`src/rtl/arb_pkg.sv`:
```
// Shared constants and helpers for the round-robin arbiter family.
// Width rules and the channel slice helper live here so every arbiter agrees on them.
package arb_pkg;

  localparam int DEF_DATA_W = 32;
  localparam int DEF_N_CH   = 3;

  function automatic int clog2(input int v);
    int r;
    r = 0;
    while ((1 << r) < v) r++;
    return r;
  endfunction

  // A channel index is never narrower than one bit, even for N_CH=1.
  function automatic int sel_w(input int n);
    return (n <= 1) ? 1 : clog2(n);
  endfunction

  function automatic int slice_lo(input int idx, input int w);
    return idx * w;
  endfunction

endpackage

```
`src/rtl/arb_rr_n_if.sv`:
```
// Sink/source handshake bundle of the N-channel round-robin arbiter.
// ARB_PKT_LOCK_EN adds the per-channel and source packet-last signals.
interface arb_rr_n_if
  import arb_pkg::*;
#(
  parameter int DATA_W = DEF_DATA_W,
  parameter int N_CH   = DEF_N_CH
);
  localparam int SEL_W = sel_w(N_CH);

  logic [N_CH*DATA_W-1:0] iSnkData;
  logic [N_CH-1:0]        iSnkValid;
  logic [N_CH-1:0]        oSnkReady;
  logic [DATA_W-1:0]      oSrc0Data;
  logic                   oSrc0Valid;
  logic                   iSrc0Ready;
  logic [SEL_W-1:0]       oSrc0Sel;
`ifdef ARB_PKT_LOCK_EN
  logic [N_CH-1:0]        iSnkLast;
  logic                   oSrc0Last;

  modport slave (
    input  iSnkData, iSnkValid, iSnkLast, iSrc0Ready,
    output oSnkReady, oSrc0Data, oSrc0Valid, oSrc0Sel, oSrc0Last
  );
  modport master (
    output iSnkData, iSnkValid, iSnkLast, iSrc0Ready,
    input  oSnkReady, oSrc0Data, oSrc0Valid, oSrc0Sel, oSrc0Last
  );
`else
  modport slave (
    input  iSnkData, iSnkValid, iSrc0Ready,
    output oSnkReady, oSrc0Data, oSrc0Valid, oSrc0Sel
  );
  modport master (
    output iSnkData, iSnkValid, iSrc0Ready,
    input  oSnkReady, oSrc0Data, oSrc0Valid, oSrc0Sel
  );
`endif

endinterface

```
`src/rtl/arb_rr_pick.sv`:
```
// Combinational round-robin picker: first requester after ptr, wrapping.
// Shared by single- and multi-source arbiters.
module arb_rr_pick
  import arb_pkg::*;
#(
  parameter int N_CH  = DEF_N_CH,
  parameter int SEL_W = sel_w(N_CH)
) (
  input  logic [N_CH-1:0]  req,
  input  logic [SEL_W-1:0] ptr,
  output logic [N_CH-1:0]  gnt_onehot,
  output logic [SEL_W-1:0] gnt_idx,
  output logic             any
);

  always_comb begin
    int c;
    c          = 0;
    gnt_onehot = '0;
    gnt_idx    = '0;
    any        = 1'b0;
    // Offset N_CH lands back on ptr itself, so it is searched last.
    for (int off = 1; off <= N_CH; off++) begin
      c = (int'(ptr) + off) % N_CH;
      if (!any && req[c]) begin
        any           = 1'b1;
        gnt_onehot[c] = 1'b1;
        gnt_idx       = SEL_W'(c);
      end
    end
  end

endmodule

```
`src/rtl/arb_rr_n.sv`:
```
// N-sink to 1-source round-robin arbiter with a registered output slice.
// Define ARB_PKT_LOCK_EN to hold the grant on a channel until its last beat.
module arb_rr_n
  import arb_pkg::*;
#(
  parameter int DATA_W = DEF_DATA_W,
  parameter int N_CH   = DEF_N_CH
) (
  input logic        clk,
  input logic        rst,
  arb_rr_n_if.slave  bus
);

  localparam int SEL_W = sel_w(N_CH);

  logic [SEL_W-1:0]  ptr_q, ptr_d;
  logic [DATA_W-1:0] data_q, data_d;
  logic [SEL_W-1:0]  sel_q, sel_d;
  logic              valid_q, valid_d;

  logic              load;
  logic [N_CH-1:0]   req;
  logic [N_CH-1:0]   gnt_oh;
  logic [SEL_W-1:0]  gnt_idx;
  logic              any;

`ifdef ARB_PKT_LOCK_EN
  logic lock_q, lock_d;
  logic last_q, last_d;

  // While locked ptr_q is the locked channel, so only its request survives.
  always_comb begin
    req = bus.iSnkValid;
    if (lock_q) req = bus.iSnkValid & (N_CH'(1) << ptr_q);
  end
`else
  always_comb req = bus.iSnkValid;
`endif

  arb_rr_pick #(
    .N_CH  (N_CH),
    .SEL_W (SEL_W)
  ) u_pick (
    .req        (req),
    .ptr        (ptr_q),
    .gnt_onehot (gnt_oh),
    .gnt_idx    (gnt_idx),
    .any        (any)
  );

  always_comb begin
    load  = !valid_q || bus.iSrc0Ready;
    ptr_d   = ptr_q;
    data_d  = data_q;
    sel_d   = sel_q;
    valid_d = valid_q;
`ifdef ARB_PKT_LOCK_EN
    lock_d  = lock_q;
    last_d  = last_q;
`endif
    if (load) begin
      if (any) begin
        data_d  = bus.iSnkData[slice_lo(int'(gnt_idx), DATA_W) +: DATA_W];
        sel_d   = gnt_idx;
        valid_d = 1'b1;
        ptr_d   = gnt_idx;
`ifdef ARB_PKT_LOCK_EN
        last_d  = bus.iSnkLast[gnt_idx];
        lock_d  = !bus.iSnkLast[gnt_idx];
`endif
      end else begin
        valid_d = 1'b0;
      end
    end
  end

  always_ff @(posedge clk) begin
    if (rst) begin
      ptr_q   <= SEL_W'(N_CH - 1);
      data_q  <= '0;
      sel_q   <= '0;
      valid_q <= 1'b0;
`ifdef ARB_PKT_LOCK_EN
      lock_q  <= 1'b0;
      last_q  <= 1'b0;
`endif
    end else begin
      ptr_q   <= ptr_d;
      data_q  <= data_d;
      sel_q   <= sel_d;
      valid_q <= valid_d;
`ifdef ARB_PKT_LOCK_EN
      lock_q  <= lock_d;
      last_q  <= last_d;
`endif
    end
  end

  // No sink may see ready while reset is held.
  assign bus.oSnkReady  = (rst || !load) ? '0 : gnt_oh;
  assign bus.oSrc0Data  = data_q;
  assign bus.oSrc0Valid = valid_q;
  assign bus.oSrc0Sel   = sel_q;
`ifdef ARB_PKT_LOCK_EN
  assign bus.oSrc0Last  = last_q;
`endif

endmodule

```
`src/flat_wrapper.sv`:
```
// flat-port wrapper written by rule: the top's interface ports become plain ports
module arb_rr_n_flat import arb_pkg::*;
#(
  parameter int DATA_W = DEF_DATA_W,
  parameter int N_CH   = DEF_N_CH
)
  (clk, rst, bus_iSnkData, bus_iSnkValid, bus_iSrc0Ready, bus_oSnkReady, bus_oSrc0Data, bus_oSrc0Valid, bus_oSrc0Sel);
  arb_rr_n_if #(.DATA_W(DATA_W), .N_CH(N_CH)) bus_i ();
  input logic clk;
  input logic rst;
  input wire logic [$bits(bus_i.iSnkData)-1:0] bus_iSnkData;
  input wire logic [$bits(bus_i.iSnkValid)-1:0] bus_iSnkValid;
  input wire logic [$bits(bus_i.iSrc0Ready)-1:0] bus_iSrc0Ready;
  output wire logic [$bits(bus_i.oSnkReady)-1:0] bus_oSnkReady;
  output wire logic [$bits(bus_i.oSrc0Data)-1:0] bus_oSrc0Data;
  output wire logic [$bits(bus_i.oSrc0Valid)-1:0] bus_oSrc0Valid;
  output wire logic [$bits(bus_i.oSrc0Sel)-1:0] bus_oSrc0Sel;
  assign bus_i.iSnkData = bus_iSnkData;
  assign bus_i.iSnkValid = bus_iSnkValid;
  assign bus_i.iSrc0Ready = bus_iSrc0Ready;
  assign bus_oSnkReady = bus_i.oSnkReady;
  assign bus_oSrc0Data = bus_i.oSrc0Data;
  assign bus_oSrc0Valid = bus_i.oSrc0Valid;
  assign bus_oSrc0Sel = bus_i.oSrc0Sel;
  arb_rr_n #(.DATA_W(DATA_W), .N_CH(N_CH)) u_core (.clk(clk), .rst(rst), .bus(bus_i));
endmodule
```
`config.mk`:
```
export PLATFORM = sky130hd
export DESIGN_NAME = arb_rr_n_flat
export DESIGN_NICKNAME = d
export VERILOG_FILES = /design/src/rtl/arb_pkg.sv /design/src/rtl/arb_rr_n_if.sv /design/src/rtl/arb_rr_pick.sv /design/src/rtl/arb_rr_n.sv /design/src/flat_wrapper.sv
export SDC_FILE = /design/constraint.sdc
export NUM_CORES = 1
export LEC_CHECK = 0
export CORE_ASPECT_RATIO = 0.7
export CORE_UTILIZATION = 42
export DETAILED_ROUTE_END_ITERATION = 16
export GPL_ROUTABILITY_DRIVEN = 0
export GPL_TIMING_DRIVEN = 0
export PLACE_DENSITY = 0.88
export SLEW_MARGIN = 20
export SYNTH_ARGS = -nofsm -noshare
export SYNTH_HDL_FRONTEND = slang
export SYNTH_SLANG_ARGS = --single-unit
```
`constraint.sdc`:
```
create_clock -name clk -period 7.25 [get_ports clk]
set_input_delay 1.0875 -clock clk [delete_from_list [all_inputs] [get_ports clk]]
set_output_delay 1.0875 -clock clk [all_outputs]
set_load 0.05 [all_outputs]
```
## After elaboration in Yosys (flattened, before gate mapping)

Cells that the tools add are included.

- Bits in registers: 37
- Logic and storage cells: 57
- Input bits: 102

- Div/mod/pow operators: 3
- Bitwise logic cells: 2
- Reductions and logical operators: 12
- Order comparisons: 6
- Add/sub/neg operators: 3
- Shift-type cells: 1
- Muxes and demuxes: 26

Operators by type and width:

| kind | count |
|---|---|
| 32-bit by 1-bit greater-or-equal comparator with 1-bit output, second input constant | 3 |
| 32-bit by 4-bit less-than comparator with 1-bit output, second input constant | 3 |
| 32-bit by 3-bit remainder unit with 32-bit output, second input constant | 3 |
| 96-bit by 8-bit indexed part select with 32-bit output | 1 |
| 1-bit 2-to-1 mux | 13 |
| 3-bit 2-to-1 mux | 4 |
| 2-bit by 2-bit adder with 3-bit output, second input constant | 2 |
| 1-bit binary-select mux with 2-bit select | 3 |
| 1-bit demux with 2-bit select | 3 |
| 2-bit 2-to-1 mux | 3 |
| 3-bit OR | 2 |
| 1-bit logical AND | 5 |
| 1-bit zero test | 4 |
| 2-bit by 1-bit adder with 3-bit output, second input constant | 1 |
| 1-bit logical OR | 2 |
| 2-bit AND reduction | 1 |

## Longest topological paths before layout

Gate-level depths: netlist of run 1.

- Word-level depth: 13
- Depth in mapped cells: 10

## Modules after synthesis

A second synthesis of run 1 with hierarchy kept.

- Cells, all modules: 250
- Area, all modules: 2411.1 µm²

Modules (own cells, without submodules):

| module | area an instance (µm²) | instances | seq. area each (µm²) | cells each |
|---|---|---|---|---|
| arb_rr_n | 2129.5 | 1 | 720.7 | 210 |
| arb_rr_pick | 281.5 | 1 | 0.0 | 40 |

## Worst setup path before layout of run 1

OpenSTA, ideal clock, no wires.

- Path type: input port to output port
- Start: input port bus_iSnkValid[0]
- End: output port bus_oSnkReady[0]
- Buffers on the path: 0
- Stages: 5
- Slack: 3783 ps
- Data arrival time: 2379 ps
- Cell sequence: nand2b_1 -> a22oi_4 -> and2b_1 -> a221o_2 -> and3_1

- Longest elaborated chain between the ends: 11
- Elaborated cells between the ends (all ways): 21

Ends and longest elaborated chain:

| what | line | RTL |
|---|---|---|
| start, declared | flat_wrapper.sv:12 | `input wire logic [$bits(bus_i.iSnkValid)-1:0] bus_iSnkValid;` |
| 1-bit binary-select mux with 2-bit select | arb_rr_pick.sv:25 | `if (!any && req[c]) begin` |
| 1-bit 2-to-1 mux (implied by the code) (2 in series) | arb_rr_pick.sv:25 |  |
| 1-bit 2-to-1 mux | arb_rr_pick.sv:25 |  |
| 1-bit zero test | arb_rr_pick.sv:25 |  |
| 1-bit logical AND | arb_rr_pick.sv:25 |  |
| 1-bit 2-to-1 mux | arb_rr_pick.sv:25 |  |
| 1-bit zero test | arb_rr_pick.sv:25 |  |
| 1-bit logical AND | arb_rr_pick.sv:25 |  |
| 3-bit 2-to-1 mux * | arb_rr_pick.sv:25 |  |
| 3-bit 2-to-1 mux * | arb_rr_n.sv:100 | `assign bus.oSnkReady = (rst \|\| !load) ? '0 : gnt_oh;` |
| end, declared | flat_wrapper.sv:14 | `output wire logic [$bits(bus_i.oSnkReady)-1:0] bus_oSnkReady;` |

Every way passes the cells marked *; elsewhere a longest branch is shown, timed or not. The select of a mux whose other input is x is not followed.

## Worst setup path in the final report of run 1

- Start: input port bus_iSnkValid[2]
- End: output port bus_oSnkReady[2]

Same word-level chain as after synthesis.

==> results.md, run 1 <==
- Final WL: roughly 8.2 mm
- Die X-Extent: a little over 90 um
- Post-route cell area: around 4000 um2
- P_leak: ~1.6 nW
- Crit path max-delay cell type: clkdlybuf4s50_1
- Number of antenna repair diodes: 0
- Period utilisation layout: between 60 and 70%
- Met2 routed WL: 3.81 mm
- Internal power: between 1 and 1.5 mW
- FILL cells: ~430
- Skew final: 0.00614 ns
- Yosys Warn Count: 0
- Nets: ~530
- Buf/Inv on CP: 2
- Die Ht: 65.6 um
- Register area share after synthesis: around 30%
- CP Max Fanout: 7
- Initial antenna violation count: 0
- Switch Pwr: 1.26 mW
- First-pass GRT wire length: approximately 13 mm
- Unrepaired setup endpoints after global routing: false
- PortBufs: 138
- Crit path from: bus_iSnkValid[2]
- Max Root-Sink Buffers: 2
- CP Class: input pin to output port
- Largest net degree at the start of global routing: 11
- Placed cell areas: roughly 3900 um2
- Core area: between 5000 and 6000 um2
- Row cnt: 22
- Initial Utilization: between 40% and 50%
- CTS Buf Count: 5
- Vias in the first global route: 2665
- CP Launch Type: input pin
- Hold buffers post-CTS: 0
- Netlist Area Pre-Place: about 2400 um2
- Clk root buf: clkbuf_8
- Sum of net half-perimeters after detailed placement: about 6.5 mm
- Setup violations, final: 0
- Top cell family by delay on the critical path: buffers and inverters
- Final Util: 73.9%
- Number of synthesized register bits: 36
- Clock Sinks: 36
- Mean area per synthesized cell: between 8 and 9 um2
- Slew headroom: a little over 60%
- TritonCTS clock tree: done
- # Post-CTS Setup Buffers: 0
- Avg WL per Cell: about 17 um
- # resized after CTS: 0
- Gr ovfl total: 0
- Detailed route wirelength on metal3: around 730 um
- Synth unique cells: between 40 and 50
- Clock share of power: around 6.4%
- Gate power share: 77.9%
- Met1 WL: 3.64 mm
- H-tree levels: 2
- Slew Limit Fails: 0
- HP Class: flip-flop to flip-flop
- Die Footprint: approximately 6100 um2
- CP cell instances: clkdlybuf4s50_1 -> mux2i_1 -> o21ai_0 -> and2b_1 -> a22oi_1 -> o21ai_0 -> and2_1 -> clkdlybuf4s50_1
- Reg-to-reg startpoint: u_core.bus.oSrc0Sel[0]$_SDFFE_PP0P_
- P&R area growth vs syn: 64.3%
- # DRC: 0
- Mapped Nets: between 300 and 400
- Max_cap viols: 0
- Syn Inst Count: around 280
- Worst VDD drop: 301 uV
- Fin Setup TNS: 0 ns
- Drt initial violations: between 200 and 250
- CP required: 6.16 ns
- Achievable Freq: around 210 MHz
- Outcome: finished clean
- P per Cell Area: 586 nW/um2
- Later-pin clock latency in the skew report: approximately 0.29 ns
- Via count: about 2800
- Clock slew at reported path FFs: around 0.07 ns
- Routed vias/inst: between 5 and 6
- Io pins: 140
- Slew @ Worst Pin: approximately 0.56 ns
- Hold path start: u_core.bus.oSrc0Sel[1]$_SDFFE_PP0P_
- Minimum clock period: 4.87 ns
- Routed Antenna Nets: 0
- Net Sw Frac: between 50% and 60%
- Crit end category: output port
- DRT Pass-1 Iters: 4
- Crit path DAT: approximately 3.8 ns
- Flop pwr share: 15.7%
- Max stage delay on crit path: between 0.8 and 0.9 ns
- Final Hold Vio Count: 0
- DR top layer: met4
- Layout cell share with drive strength beyond 1: between 10% and 20%
- Gr usage total: a little over a quarter
[flip-flops by register name, summed over array words and instances, names as in the netlist]
| name | cells |
|---|---|
| u_core.bus.oSrc0Data | 32 |
| u_core.bus.oSrc0Sel | 2 |
| u_core.bus.oSrc0Valid | 1 |
| u_core.ptr_q | 1 |
[per-stage QoR]
| step | hold slack, ns | setup WS, ns | total power, mW | cells |
|---|---|---|---|---|
| floorplan | 0.483 | 3.78 | 1.68 | 276 |
| global placement | 0.447 | 2.45 | 2.14 | 486 |
| detailed placement | 0.460 | 2.39 | 2.18 | 486 |
| CTS | 0.470 | 2.39 | 2.34 | 494 |
| global route | 0.492 | 2.23 | 2.49 | 494 |
| finish | 0.466 | 2.38 | 2.34 | 494 |
[cells by family (layout without fill, tap and decap cells)]
kind of cell,count (synthesis),in the layout,share of synthesized area [%]
adders and majority gates,4,4,2.06
DFF,36,36,29.7
muxes,14,14,5.77
AOI/OAI and AO/OA,115,115,36.5
buffers and inverters,30,176,7.58
and+or+nand+nor,77,77,18.4
[layer usage]
| layer | up-vias | track usage (%) |
|---|---|---|
| met5 | - | 0 |
| met4 | 0 | 5.96 |
| met3 | 8 | 7.18 |
| met2 | 134 | 47.6 |
| met1 | 1291 | 33.7 |
| li1 | 1321 | - |
[cell usage in the layout (no fill, tap or decap), drive strengths merged, types with 3 or more instances in the layout]
cell type,n
inv,4
a21boi,20
nor2,29
a2111oi,13
dfxtp,36
o21ai,28
a22oi,24
and2b,3
buf,15
clkdlybuf4s50,138
and3,21
nand2,6
mux2i,14
ha,4
a21oi,25
nand3b,3
clkbuf,19
[worst paths after layout]
| path | to | slack [ns] | cells after the start |
|---|---|---|---|
| worst min-delay path | u_core.bus.oSrc0Sel[1]$_SDFFE_PP0P_ | 0.47 | 2 |
| worst max register to register | u_core.bus.oSrc0Data[20]$_SDFFE_PP0P_ | 4.44 | 9 |
| worst min register to register | u_core.bus.oSrc0Sel[1]$_SDFFE_PP0P_ | 0.47 | 2 |
| worst max-delay path | bus_oSnkReady[2] | 2.38 | 8 |
[Yosys cell counts, drive strengths merged]
cell type	n	share of area, %
dfxtp	36	30
nor2	29	4.5
o21ai	28	6.2
a21oi	25	5.6
a22oi	24	8.2
and3	21	5.4
a21boi	20	6.2
buf	15	5.3
mux2i	14	5.8
a2111oi	13	7.4
clkbuf	11	1.7
nand2	6	1.2
ha	4	2.1
inv	4	0.62
and2b	3	0.93
nand3b	3	1.4
and2	2	0.52
nand2b	2	0.52
nor3	2	0.41
or2b	2	0.67
or3	2	0.93
a221o	1	0.46
a221oi	1	0.36
a31oi	1	0.88
a32oi	1	0.36
and3b	1	0.41
and4	1	0.41
nand3	1	0.21
nand4	1	0.52
nor2b	1	0.26
o31ai	1	0.88
[cell type report]
cell class / count / area (um2) / share of cell area (%)
multi-input cells: 210 / 1520 / 38.2
repair buffers: 138 / 1380 / 34.6
flip-flops and latches: 36 / 721 / 18.1
plain buffers: 26 / 169 / 4.23
clock buffers: 8 / 90.1 / 2.26
well taps: 72 / 90.1 / 2.26
inverters: 4 / 15.0 / 0.376
[power groups by stage]
stage	sequential (mW)	clock [mW]	combinational (mW)
finish	0.368	0.149	1.82
global route	0.379	0.162	1.95
CTS	0.368	0.150	1.82
detailed placement	0.369	0	1.81
global placement	0.367	0	1.77
floorplan	0.701	0	0.975
[worst register-to-register path: cells and delay by family, from the launching register on]
| kind | cells | cell delay (ns) |
|---|---|---|
| multiplexers | 1 | 0.33 |
| flip-flops | 1 | 0.41 |
| buffers and inverters | 2 | 0.43 |
| adder cells (fa/ha/maj) | 1 | 0.49 |
| AO/OA/AOI/OAI | 5 | 1.02 |
Power figures use the tool's default switching activity.
==> run 2, diff against run 1 <==
--- a/config.mk
+++ b/config.mk
@@ -6,11 +6,11 @@
 export NUM_CORES = 1
 export LEC_CHECK = 0
 export CORE_ASPECT_RATIO = 0.7
-export CORE_UTILIZATION = 42
+export CORE_UTILIZATION = 35
 export DETAILED_ROUTE_END_ITERATION = 16
 export GPL_ROUTABILITY_DRIVEN = 0
 export GPL_TIMING_DRIVEN = 0
-export PLACE_DENSITY = 0.88
+export PLACE_DENSITY = 0.78
 export SLEW_MARGIN = 20
 export SYNTH_ARGS = -nofsm -noshare
 export SYNTH_HDL_FRONTEND = slang
==> constraint.sdc (replaced) <==
create_clock -name clk -period 4.15 [get_ports clk]
set_input_delay 0.6225 -clock clk [delete_from_list [all_inputs] [get_ports clk]]
set_output_delay 0.6225 -clock clk [all_outputs]
set_load 0.05 [all_outputs]
==> results.md, run 2 (same netlist as run 1, synthesis figures left out) <==
- Outcome: finished clean
- Routed Antenna Nets: 0 (unchanged)
- H-tree levels: 2 (unchanged)
- Power Total: 4.11 mW (+76%)
- Internal power: 1.90 mW (+76%)
- Final Hold Vio Count: 0 (unchanged)
- Row cnt: 24 (+9.1%)
- Clock Sinks: 36 (unchanged)
- Most common cell after layout, fill and taps aside: clkdlybuf4s50_1
- Die Ht: 71.7 um (+9.3%)
- Max stage delay on crit path: 0.79 ns (-0.03 ns)
- Flop pwr share: 15.6% (about the same)
- Clock slew at reported path FFs: 0.07 ns (about the same)
- Die Footprint: 7280 um2 (+19%)
- Most frequent cells in the layout: clkdlybuf4s50_1, dfxtp_1, nor2_1
- CTS Buf Count: 5 (unchanged)
- # resized after CTS: 0 (unchanged)
- DRT Pass-1 Iters: 4 (unchanged)
- Crit path DAT: 3.31 ns (-0.47 ns)
- Clock share of power: 6.7% (+0.3 points)
- Slew @ Worst Pin: 0.556 ns (-0.00547 ns)
- CP Class: input pin to output port
- Largest net degree at the start of global routing: 11 (unchanged)
- CP required: 3.53 ns (-2.63 ns)
- Core area: 6460 um2 (+20%)
- Gate power share: 77.8% (about the same)
- Initial antenna violation count: 0 (unchanged)
- Vias in the first global route: 2758 (+3.5%)
- Skew final: 0.00335 ns (-0.00279 ns)
- Number of antenna repair diodes: 0 (unchanged)
- Switch Pwr: 2.21 mW (+76%)
- Cell Count, Final, Fillers Out: 512 (+3.6%)
- Clk root buf: clkbuf_8
- Hold buffers post-CTS: 0 (unchanged)
- HP Class: flip-flop to flip-flop
- Crit path max-delay cell type: clkdlybuf4s50_1
- Achievable Freq: 254 MHz
- Crit end category: output port
- Max Root-Sink Buffers: 2 (unchanged)
- Gr usage total: 23.2% (-4.0 points)
- Reg-to-reg startpoint: u_core.bus.oSrc0Sel[0]$_SDFFE_PP0P_
- Hold path start: u_core.bus.oSrc0Sel[1]$_SDFFE_PP0P_
- P per Cell Area: 1020 nW/um2 (+74%)
- Period utilisation layout: 94.7%
- CP Max Fanout: 7 (unchanged)
- Final Util: 62.2% (-12 points)
- CP Launch Type: input pin
- Die X-Extent: 102 um (+9.3%)
- Placed Cells: 505 (+3.9%)
- Initial Utilization: 37.6% (-7.4 points)
- Later-pin clock latency in the skew report: 0.28 ns (about the same)
- # Post-CTS Setup Buffers: 0 (unchanged)
- Minimum clock period: 3.93 ns
- Nets: 527 (unchanged)
- Sum of net half-perimeters after detailed placement: 6.60 mm (+2.4%)
- Max reg flops: 32 (unchanged)
- Slew headroom: 62.6% (+0.37 points)
- First-pass GRT wire length: 13.2 mm (+1.4%)
- P&R area growth vs syn: 65.6%
- PortBufs: 138 (unchanged)
- Setup violations, final: 0 (unchanged)
- Avg WL per Cell: 16.6 um (-0.27%)
- Unrepaired setup endpoints after global routing: false
- Net Sw Frac: 53.7% (about the same)
- Layout cell share with drive strength beyond 1: 11.2% (+0.26 points)
- Io pins: 140 (unchanged)
- Final WL: 8.52 mm (+3.4%)
- Via count: 2733 (-0.76%)
- CP cell instances: clkdlybuf4s50_1 -> mux2i_1 -> o21ai_0 -> and2b_1 -> a22oi_1 -> o21ai_0 -> and2_1 -> clkdlybuf4s50_1
- Drt initial violations: 131 (-35%)
- P_leak: 1.60 nW (+0.30%)
- Worst VDD drop: 479 uV (+59%)
- Routed vias/inst: 5.34 (-4.3%)
- FILL cells: 599 (+38%)
- Slew Limit Fails: 0 (unchanged)
- TritonCTS clock tree: done
- Gr ovfl total: 0 (unchanged)
- Fin Setup TNS: 0 ns (unchanged)
- Crit path from: bus_iSnkValid[2]
- Max_cap viols: 0 (unchanged)
- # DRC: 0 (unchanged)
## run 2: cell types whose count changed in the layout (fill, tap and decap cells not counted), sizes merged
cell / delta
clkbuf: -1
## run 2: layout make-up
class | instances | area (um2) | share of cell area, %
multi-input cells | 210 | 1520 | 37.9
inverters | 4 | 15.0 | 0.374
well taps | 91 | 114 | 2.83
clock buffers | 7 | 96.3 | 2.40
flip-flops and latches | 36 | 721 | 17.9
repair buffers | 138 | 1380 | 34.4
plain buffers | 26 | 169 | 4.20
## run 2: power groups by stage
stage	registers [mW]	logic, mW	clock network, mW
CTS	0.640	3.20	0.278
detailed placement	0.642	3.19	0
finish	0.640	3.20	0.274
floorplan	1.23	1.70	0
global placement	0.636	3.13	0
global route	0.660	3.44	0.291
## run 2: stage by stage
stage / hold slack [ns] / setup WS (ns) / area (um2)
final: 0.474 / 0.219 / 4020
after global routing: 0.508 / 0.0733 / 4020
after CTS: 0.467 / 0.233 / 4020
after detailed placement: 0.457 / 0.233 / 3920
after global placement: 0.445 / 0.273 / 3920
after floorplan: 0.483 / 1.39 / 2430
## run 2: path summary, 6_finish.rpt
check,cells after the start,slack (ns),endpoint
min,2,0.47,u_core.bus.oSrc0Sel[1]$_SDFFE_PP0P_
min reg2reg,2,0.47,u_core.bus.oSrc0Sel[1]$_SDFFE_PP0P_
max reg2reg,9,1.38,u_core.bus.oSrc0Data[21]$_SDFFE_PP0P_
max,8,0.22,bus_oSnkReady[2]
## run 2: routing by layer
layer	vias up	global-route usage, %	part of all wire (%)
met4	0	4.51	0.67
li1	1325	-	-
met2	134	40.8	46
met3	7	7.02	10
met1	1267	28.1	43
met5	-	0	0
## run 2: worst max-delay path: cells and delay by family
family,cells,cell delay [ns]
and+or+nand+nor,2,0.40
AOI/OAI and AO/OA,3,0.70
buffers and inverters,2,1.45
muxes,1,0.13
